$ cat src/rtl/kv_fetch_if.sv
// Fetch-unit bundle: memory read request/response, PC redirect and decode hand-off.
// master = fetch unit; slave = the memory / branch / decode environment around it.
interface kv_fetch_if;
    logic [31:0] o_read_addr;
    logic        o_read_valid;
    logic        i_read_ready;
    logic [31:0] i_read_data;
    logic        i_read_valid;
    logic        o_read_ready;
    logic        i_redirect_valid;
    logic [31:0] i_redirect_pc;
    logic        o_inst_valid;
    logic [31:0] o_inst_data;
    logic [31:0] o_inst_pc;
    logic        i_inst_ready;

    modport master (
        output o_read_addr, o_read_valid, o_read_ready,
        output o_inst_valid, o_inst_data, o_inst_pc,
        input  i_read_ready, i_read_data, i_read_valid,
        input  i_redirect_valid, i_redirect_pc, i_inst_ready
    );

    modport slave (
        input  o_read_addr, o_read_valid, o_read_ready,
        input  o_inst_valid, o_inst_data, o_inst_pc,
        output i_read_ready, i_read_data, i_read_valid,
        output i_redirect_valid, i_redirect_pc, i_inst_ready
    );
endinterface

$ cat src/rtl/kv_fetch.sv
// Credit-limited in-order instruction fetch with PC tagging, redirect flush and stale-response kill.
// Buffered path: response visible one cycle later; KV_FETCH_BYPASS_EN adds same-cycle bypass on empty buffer.
// Backpressure: requests stop when outstanding + buffered reaches DEPTH; responses are always accepted.
module kv_fetch #(
    parameter logic [31:0] RESET_PC = 32'h0000_0000,
    parameter int          DEPTH    = 4
) (
    input  logic       i_clk,
    input  logic       i_rstn,
    kv_fetch_if.master bus
);
    localparam int          AW      = $clog2(DEPTH);
    localparam int          CW      = AW + 1;
    localparam logic [CW:0] CREDITS = (CW + 1)'(DEPTH);

    logic [31:0]   fetch_pc;
    logic [CW-1:0] outstanding;
    logic [CW-1:0] kill_count;
    logic [CW-1:0] buf_count;
    logic [AW-1:0] pcq_wr;
    logic [AW-1:0] pcq_rd;
    logic [AW-1:0] buf_wr;
    logic [AW-1:0] buf_rd;
    logic [31:0]   pcq_mem     [DEPTH];
    logic [31:0]   buf_pc_mem  [DEPTH];
    logic [31:0]   buf_dat_mem [DEPTH];

    logic          redirect;
    logic [CW:0]   credit_used;
    logic          read_vld;
    logic          req_fire;
    logic          resp_take;
    logic          resp_keep;
    logic          resp_kill;
    logic          buf_empty;
    logic          bypass;
    logic          inst_vld;
    logic          inst_fire;
    logic          buf_push;
    logic          buf_pop;
    logic [31:0]   resp_pc;

    assign redirect    = bus.i_redirect_valid;
    assign credit_used = {1'b0, outstanding} + {1'b0, buf_count};
    assign read_vld    = i_rstn & ~redirect & (credit_used < CREDITS);
    assign req_fire    = read_vld & bus.i_read_ready;

    // A response only counts when a request is actually in flight; strays are ignored.
    assign resp_take   = i_rstn & bus.i_read_valid & (outstanding != '0);
    assign resp_keep   = resp_take & ~redirect & (kill_count == '0);
    assign resp_kill   = resp_take & ~redirect & (kill_count != '0);
    assign resp_pc     = pcq_mem[pcq_rd];
    assign buf_empty   = (buf_count == '0);

`ifdef KV_FETCH_BYPASS_EN
    assign bypass      = resp_keep & buf_empty;
`else
    assign bypass      = 1'b0;
`endif

    assign inst_vld    = i_rstn & ~redirect & (~buf_empty | bypass);
    assign inst_fire   = inst_vld & bus.i_inst_ready;
    assign buf_pop     = inst_fire & ~buf_empty;
    assign buf_push    = resp_keep & ~(bypass & bus.i_inst_ready);

    assign bus.o_read_addr  = fetch_pc;
    assign bus.o_read_valid = read_vld;
    assign bus.o_read_ready = i_rstn;
    assign bus.o_inst_valid = inst_vld;
    assign bus.o_inst_data  = !i_rstn ? 32'h0 : (bypass ? bus.i_read_data : buf_dat_mem[buf_rd]);
    assign bus.o_inst_pc    = !i_rstn ? 32'h0 : (bypass ? resp_pc : buf_pc_mem[buf_rd]);

    always_ff @(posedge i_clk) begin
        if (!i_rstn) begin
            fetch_pc    <= RESET_PC & 32'hFFFF_FFFC;
            outstanding <= '0;
            kill_count  <= '0;
            pcq_wr      <= '0;
            pcq_rd      <= '0;
        end else begin
            if (redirect) begin
                fetch_pc <= bus.i_redirect_pc & 32'hFFFF_FFFC;
            end else if (req_fire) begin
                fetch_pc <= fetch_pc + 32'd4;
            end
            outstanding <= outstanding + CW'(req_fire) - CW'(resp_take);
            // Everything still in flight at a redirect belongs to the abandoned path.
            if (redirect) begin
                kill_count <= outstanding - CW'(resp_take);
            end else if (resp_kill) begin
                kill_count <= kill_count - CW'(1);
            end
            if (req_fire) begin
                pcq_wr <= pcq_wr + AW'(1);
            end
            if (resp_take) begin
                pcq_rd <= pcq_rd + AW'(1);
            end
        end
    end

    always_ff @(posedge i_clk) begin
        if (!i_rstn || redirect) begin
            buf_count <= '0;
            buf_wr    <= '0;
            buf_rd    <= '0;
        end else begin
            if (buf_push) begin
                buf_wr <= buf_wr + AW'(1);
            end
            if (buf_pop) begin
                buf_rd <= buf_rd + AW'(1);
            end
            buf_count <= buf_count + CW'(buf_push) - CW'(buf_pop);
        end
    end

    always_ff @(posedge i_clk) begin
        if (req_fire) begin
            pcq_mem[pcq_wr] <= fetch_pc;
        end
        if (buf_push) begin
            buf_pc_mem[buf_wr]  <= resp_pc;
            buf_dat_mem[buf_wr] <= bus.i_read_data;
        end
    end
endmodule

$ cat src/flat_wrapper.sv
// flat-port wrapper written by rule: the top's interface ports become plain ports
module kv_fetch_flat 
#(
    parameter logic [31:0] RESET_PC = 32'h0000_0000,
    parameter int          DEPTH    = 4
)
  (i_clk, i_rstn, bus_o_read_addr, bus_o_read_valid, bus_o_read_ready, bus_o_inst_valid, bus_o_inst_data, bus_o_inst_pc, bus_i_read_ready, bus_i_read_data, bus_i_read_valid, bus_i_redirect_valid, bus_i_redirect_pc, bus_i_inst_ready);
  kv_fetch_if bus_i ();
  input  logic i_clk;
  input  logic i_rstn;
  output wire logic [$bits(bus_i.o_read_addr)-1:0] bus_o_read_addr;
  output wire logic [$bits(bus_i.o_read_valid)-1:0] bus_o_read_valid;
  output wire logic [$bits(bus_i.o_read_ready)-1:0] bus_o_read_ready;
  output wire logic [$bits(bus_i.o_inst_valid)-1:0] bus_o_inst_valid;
  output wire logic [$bits(bus_i.o_inst_data)-1:0] bus_o_inst_data;
  output wire logic [$bits(bus_i.o_inst_pc)-1:0] bus_o_inst_pc;
  input wire logic [$bits(bus_i.i_read_ready)-1:0] bus_i_read_ready;
  input wire logic [$bits(bus_i.i_read_data)-1:0] bus_i_read_data;
  input wire logic [$bits(bus_i.i_read_valid)-1:0] bus_i_read_valid;
  input wire logic [$bits(bus_i.i_redirect_valid)-1:0] bus_i_redirect_valid;
  input wire logic [$bits(bus_i.i_redirect_pc)-1:0] bus_i_redirect_pc;
  input wire logic [$bits(bus_i.i_inst_ready)-1:0] bus_i_inst_ready;
  assign bus_o_read_addr = bus_i.o_read_addr;
  assign bus_o_read_valid = bus_i.o_read_valid;
  assign bus_o_read_ready = bus_i.o_read_ready;
  assign bus_o_inst_valid = bus_i.o_inst_valid;
  assign bus_o_inst_data = bus_i.o_inst_data;
  assign bus_o_inst_pc = bus_i.o_inst_pc;
  assign bus_i.i_read_ready = bus_i_read_ready;
  assign bus_i.i_read_data = bus_i_read_data;
  assign bus_i.i_read_valid = bus_i_read_valid;
  assign bus_i.i_redirect_valid = bus_i_redirect_valid;
  assign bus_i.i_redirect_pc = bus_i_redirect_pc;
  assign bus_i.i_inst_ready = bus_i_inst_ready;
  kv_fetch #(.RESET_PC(RESET_PC), .DEPTH(DEPTH)) u_core (.i_clk(i_clk), .i_rstn(i_rstn), .bus(bus_i));
endmodule
$ cat config.mk
export PLATFORM = sky130hd
export DESIGN_NAME = kv_fetch_flat
export DESIGN_NICKNAME = d
export VERILOG_FILES = /design/src/rtl/kv_fetch_if.sv /design/src/rtl/kv_fetch.sv /design/src/flat_wrapper.sv
export SDC_FILE = /design/constraint.sdc
export NUM_CORES = 1
export LEC_CHECK = 0
export CELL_PAD_IN_SITES_DETAIL_PLACEMENT = 1
export CELL_PAD_IN_SITES_GLOBAL_PLACEMENT = 1
export CORE_AREA = 10 10 229 231
export DETAILED_ROUTE_END_ITERATION = 10
export DIE_AREA = 0 0 239 241
export PLACE_DENSITY = 0.68
export SKIP_CTS_REPAIR_TIMING = 1
export SYNTH_ARGS = -nofsm -noshare
export SYNTH_HDL_FRONTEND = slang
export SYNTH_SLANG_ARGS = --single-unit
export TNS_END_PERCENT = 100
$ cat constraint.sdc
create_clock -name i_clk -period 6.7 [get_ports i_clk]
set_input_delay 0.67 -clock i_clk [delete_from_list [all_inputs] [get_ports i_clk]]
set_output_delay 0.67 -clock i_clk [all_outputs]
set_load 0.03 [all_outputs]
==> Yosys cells after proc, flatten, opt, wreduce, memory -nomap -nowiden <==
Memories as Yosys holds them, arrays and structs flattened. A register that Yosys moved wholly into a read port is not among the register bits.
Index checks and enable logic that the tools add are counted.
{ "word_totals": {"out_inout_bits": 99, "elab_cells": 64, "n_memories": 3, "register_bits": 49, "ram_bits": 384, "inputBits": 70} }
{ "mem_list": {"columns": ["memory", "depth", "word_bits", "rd", "rd_clocked_by_memory_dff", "write_ports", "line_no", "text"], "rows": [
  ["u_core.buf_dat_mem", 4, 32, 1, 1, 1, "kv_fetch.sv:26", "logic [31:0] buf_dat_mem [DEPTH];"],
  ["u_core.buf_pc_mem", 4, 32, 1, 1, 1, "kv_fetch.sv:25", "logic [31:0] buf_pc_mem [DEPTH];"],
  ["u_core.pcq_mem", 4, 32, 1, 1, 1, "kv_fetch.sv:24", "logic [31:0] pcq_mem [DEPTH];"]
]} }
{ "op_classes": {"add_sub_neg": 12, "muxes": 16, "bitwise": 14, "magnitude_cmp": 1, "n_reduce_logical": 9} }
{ "ops": {"columns": ["operator", "count"], "rows": [
  ["$mux 32", 4],
  ["$add 32x3->32 const B", 1],
  ["$mux 2", 6],
  ["$and 1x1->1", 11],
  ["$sub 3x1->3", 3],
  ["$add 2x1->2 const B", 4],
  ["$add 3x1->3", 2],
  ["$logic_not 3->1", 2],
  ["$mux 3", 2],
  ["$reduce_bool 3->1", 2],
  ["$add 3x3->4", 1],
  ["$lt 4x3->1 const B", 1],
  ["$mux 1", 4],
  ["$reduce_bool 2->1", 2],
  ["$not 1->1", 3],
  ["$sub 3x1->3 const B", 1],
  ["$reduce_or 2->1", 1],
  ["$logic_not 1->1", 1],
  ["$logic_or 1x1->1", 1]
]} }

==> Depth between registers and ports, before layout <==
{ "depth": {"ltp_word": 7, "ltp_mapped": 9, "depth_no_buf": 8} }

==> Worst setup path before layout <==
OpenSTA, ideal clock, no wires.
{ "synth_timing": {"path_type": "input to register", "startpoint": "input port bus_i_redirect_valid", "endpoint": "memory u_core.buf_dat_mem[0][0], enable pin", "setup_time_ps": 426, "required_time_ps": 6274, "path_slack_ps": 3383, "n_path_buf": 2, "arrival_time_ps": 2891, "stages": 5, "cell_sequence": "clkbuf_1 inv_1 and4_1 clkbuf_1 and2_1"} }
{ "synth_between": {"elab_chain_len": 5} }
{ "synth_lines": {"columns": ["item", "line_no", "text"], "rows": [
  ["from (decl)", "flat_wrapper.sv:20", "input wire logic [$bits(bus_i.i_redirect_valid)-1:0] bus_i_redirect_valid;"],
  ["$not 1->1", "kv_fetch.sv:50", "assign resp_keep = resp_take & ~redirect & (kill_count == '0);"],
  ["$and 1x1->1 (2 in a row)", "kv_fetch.sv:50", null],
  ["named net u_core.buf_push", "kv_fetch.sv:39", "logic buf_push;"],
  ["$mux 1", "kv_fetch.sv:122", "if (buf_push) begin"],
  ["$mux 1 (implied by the code)", "kv_fetch.sv:124", "buf_dat_mem[buf_wr] <= bus.i_read_data;"],
  ["to (decl)", "kv_fetch.sv:26", null]
]} }
The timed path passes the listed nets, and every way through them passes these cells.

==> impl_metrics.tcl <==
set metrics [dict create \
    status "complete, no violations" \
    fin_crit_ps 4170 \
    switchingPower_mw 1.34 \
    die_y_um 241 \
    final.setup_skew_ps 12.9 \
    cp_data_arrival_time_ps 3500 \
    synth_area_um2 16600 \
    drcViolationCount 0 \
    clockBufferDepth 3 \
    grt_pass1_wl_mm 60.1 \
    ys_ff_latch 419 \
    vdd_drop_max_v 0.000154 \
    wirelength_mm 39.1 \
    path_max_fanout 40 \
    cts_buffers 45 \
    crit_path_end_kind "output pin" \
    yosysTopAreaCell "edfxtp_1" \
    ys_warn_count 0 \
    setup_ws_ps 2530 \
    maxSlewViolCount 0 \
    cts.sinks 419 \
    area_growth_pct 22.7 \
    die_w_um 239 \
    ys_top_cells_by_area "edfxtp_1, mux4_2, dfxtp_1" \
    clkTransAtPathRegs_ps 60 \
    cts_root_buffer "clkbuf_16" \
    netSwitchingFraction_pct 22.4 \
    reg2reg_depth 8 \
    pwr-share-seq_pct 50.3 \
    fin_tns_setup_ps 0 \
    place.gp.congestion 0.741 \
    cts_tree "done" \
    boundaryPins 169 \
    hold_depth 2 \
    drt_iter0_drc 663 \
    synth_top_area_share_pct 66.6 \
    crit_type "reg2out" \
    grt_overflow 0 \
    nets 1176 \
    final_cell_mix "edfxtp_1, clkdlybuf4s50_1, mux4_2" \
    rows 80 \
    synth_edf_count 368 \
    dp_hpwl_mm 24.7 \
    finalSetupViolations 0 \
    fin_crit_sh_pct 62.3 \
    track_usage_pct 13.7 \
    core_area_um2 47500 \
    start_util_pct 34.9 \
    drive_gt1_share_pct 17.2 \
    dieArea_um2 57600 \
    routedWlPerCell_um 22.6 \
    antenna_found_initial 1 \
    p_leak_nw 6.42 \
    final_common_cell "edfxtp_1" \
    startpoint_type "flop" \
    power.density_nw_per_um2 294 \
    slew_headroom_pct 24.2 \
    synth_ff_type "edfxtp_1" \
    h-tree-depth 2 \
    cp.required_ps 6030 \
    synth_cell_types 52 \
    min-delay-path-class "reg2reg" \
    preCtsSetupSlack_ps 2340 \
    diodes 0 \
    p_int_mw 4.65 \
    tightest_slew_ps 1130 \
    maxCapViolCount 0 \
    portBuffers 162 \
    clk_latency_ps 560 \
    clkPwrFrac_pct 41.1 \
    rsz0062_at_grt "false" \
    avgSynthCellArea_um2 18.3 \
    ys_seq_area_share_pct 72.7 \
    async_flop_share_pct 0 \
    antenna_left 0 \
    first_pass_iters 7 \
    grt_max_degree 63 \
    fillers 4586 \
    hold_viol 0 \
    combPwrFrac_pct 8.7 \
    viasPerCell 5.08 \
    max_freq_ghz 0.240 \
    synth_cells 908 \
    grt_pass1_vias 9640 \
    num_vias 8809 \
]
## final timing paths
check | endpoint | from | slack (ps)
max | bus_o_inst_pc[5] | flop | 2530
max reg2reg | u_core.bus.o_read_addr[11] | u_core.outstanding[1] | 3140
min reg2reg | u_core.pcq_wr[1] | u_core.pcq_wr[1] | 510
min | u_core.pcq_wr[1] | u_core.pcq_wr[1] | 510
## power groups by stage
stage	clock (mW)	sequential, mW	combinational [mW]
floorplan	0	3.06	0.300
global placement	0	3.06	0.518
detailed placement	0	3.06	0.528
CTS	2.53	3.01	0.531
global route	2.63	3.02	0.568
finish	2.46	3.01	0.518
## layer usage
layer	up-vias	share of wire, %	track usage (%)
li1	3953	-	-
met1	4598	45	17.9
met2	218	48	22.6
met3	40	5.5	3.22
met4	0	1.6	3.40
met5	-	0	0
## cell families after synthesis
group / synth area share [%]
DFF: 72.7
adders and majority gates: 1.67
and+or+nand+nor: 7.35
other: 0.0226
muxes: 12.7
buffers and inverters: 1.83
AOI/OAI and AO/OA: 2.54
xor gates and xnor gates: 1.11
## synth_stat cells, types with 9 or more instances
cell and number:
o21ai_0 14, and2_1 81, a31oi_1 9, nand2_1 26, nor3_1 9, and3_1 9, a21oi_1 24, clkbuf_1 33
dfxtp_1 51, inv_1 18, mux4_2 92, xnor2_1 19, nor4_1 10, ha_1 19, edfxtp_1 368, nand3_1 20
nor2_1 25
## stage by stage
| stage | total power [mW] | instance area (um^2) | hold WS [ps] | utilization [%] | std cells |
|---|---|---|---|---|---|
| floorplan | 3.36 | 16600 | 469 | - | 911 |
| global placement | 3.57 | 18900 | 485 | 39.7 | 1653 |
| detailed placement | 3.59 | 18900 | 504 | 39.7 | 1653 |
| CTS | 6.07 | 20400 | 511 | 42.8 | 1733 |
| global route | 6.21 | 20400 | 530 | 42.8 | 1733 |
| finish | 5.98 | 20400 | 512 | 42.8 | 1733 |
## critical path, stage by stage (launching register included)
cell and delay, ps:
dfxtp_4 910, buf_4 570, mux4_2 570, and2_1 190
clkdlybuf4s50_1 640
## sequential cells by signal (all words and copies together) (netlist names), named ones only
name	cells
u_core.buf_rd	2
u_core.buf_count	3
u_core.pcq_rd	2
u_core.bus.o_read_addr	30
u_core.buf_dat_mem	128
u_core.kill_count	3
u_core.buf_pc_mem	120
u_core.pcq_wr	2
u_core.buf_wr	2
u_core.outstanding	3
u_core.pcq_mem	120
## layout make-up
cell class                 count  area (um^2)  share of cell area [%]
inverter                      20         75.1                   0.369
timing repair buffer         177         1730                    8.49
clock buffer                  54         1200                    5.91
multi-input combinational    422         4240                    20.8
sequential                   419        12100                    59.3
tap                          615          769                    3.78
clock inverter                26          263                    1.29
(Power assumes the default switching activity.)
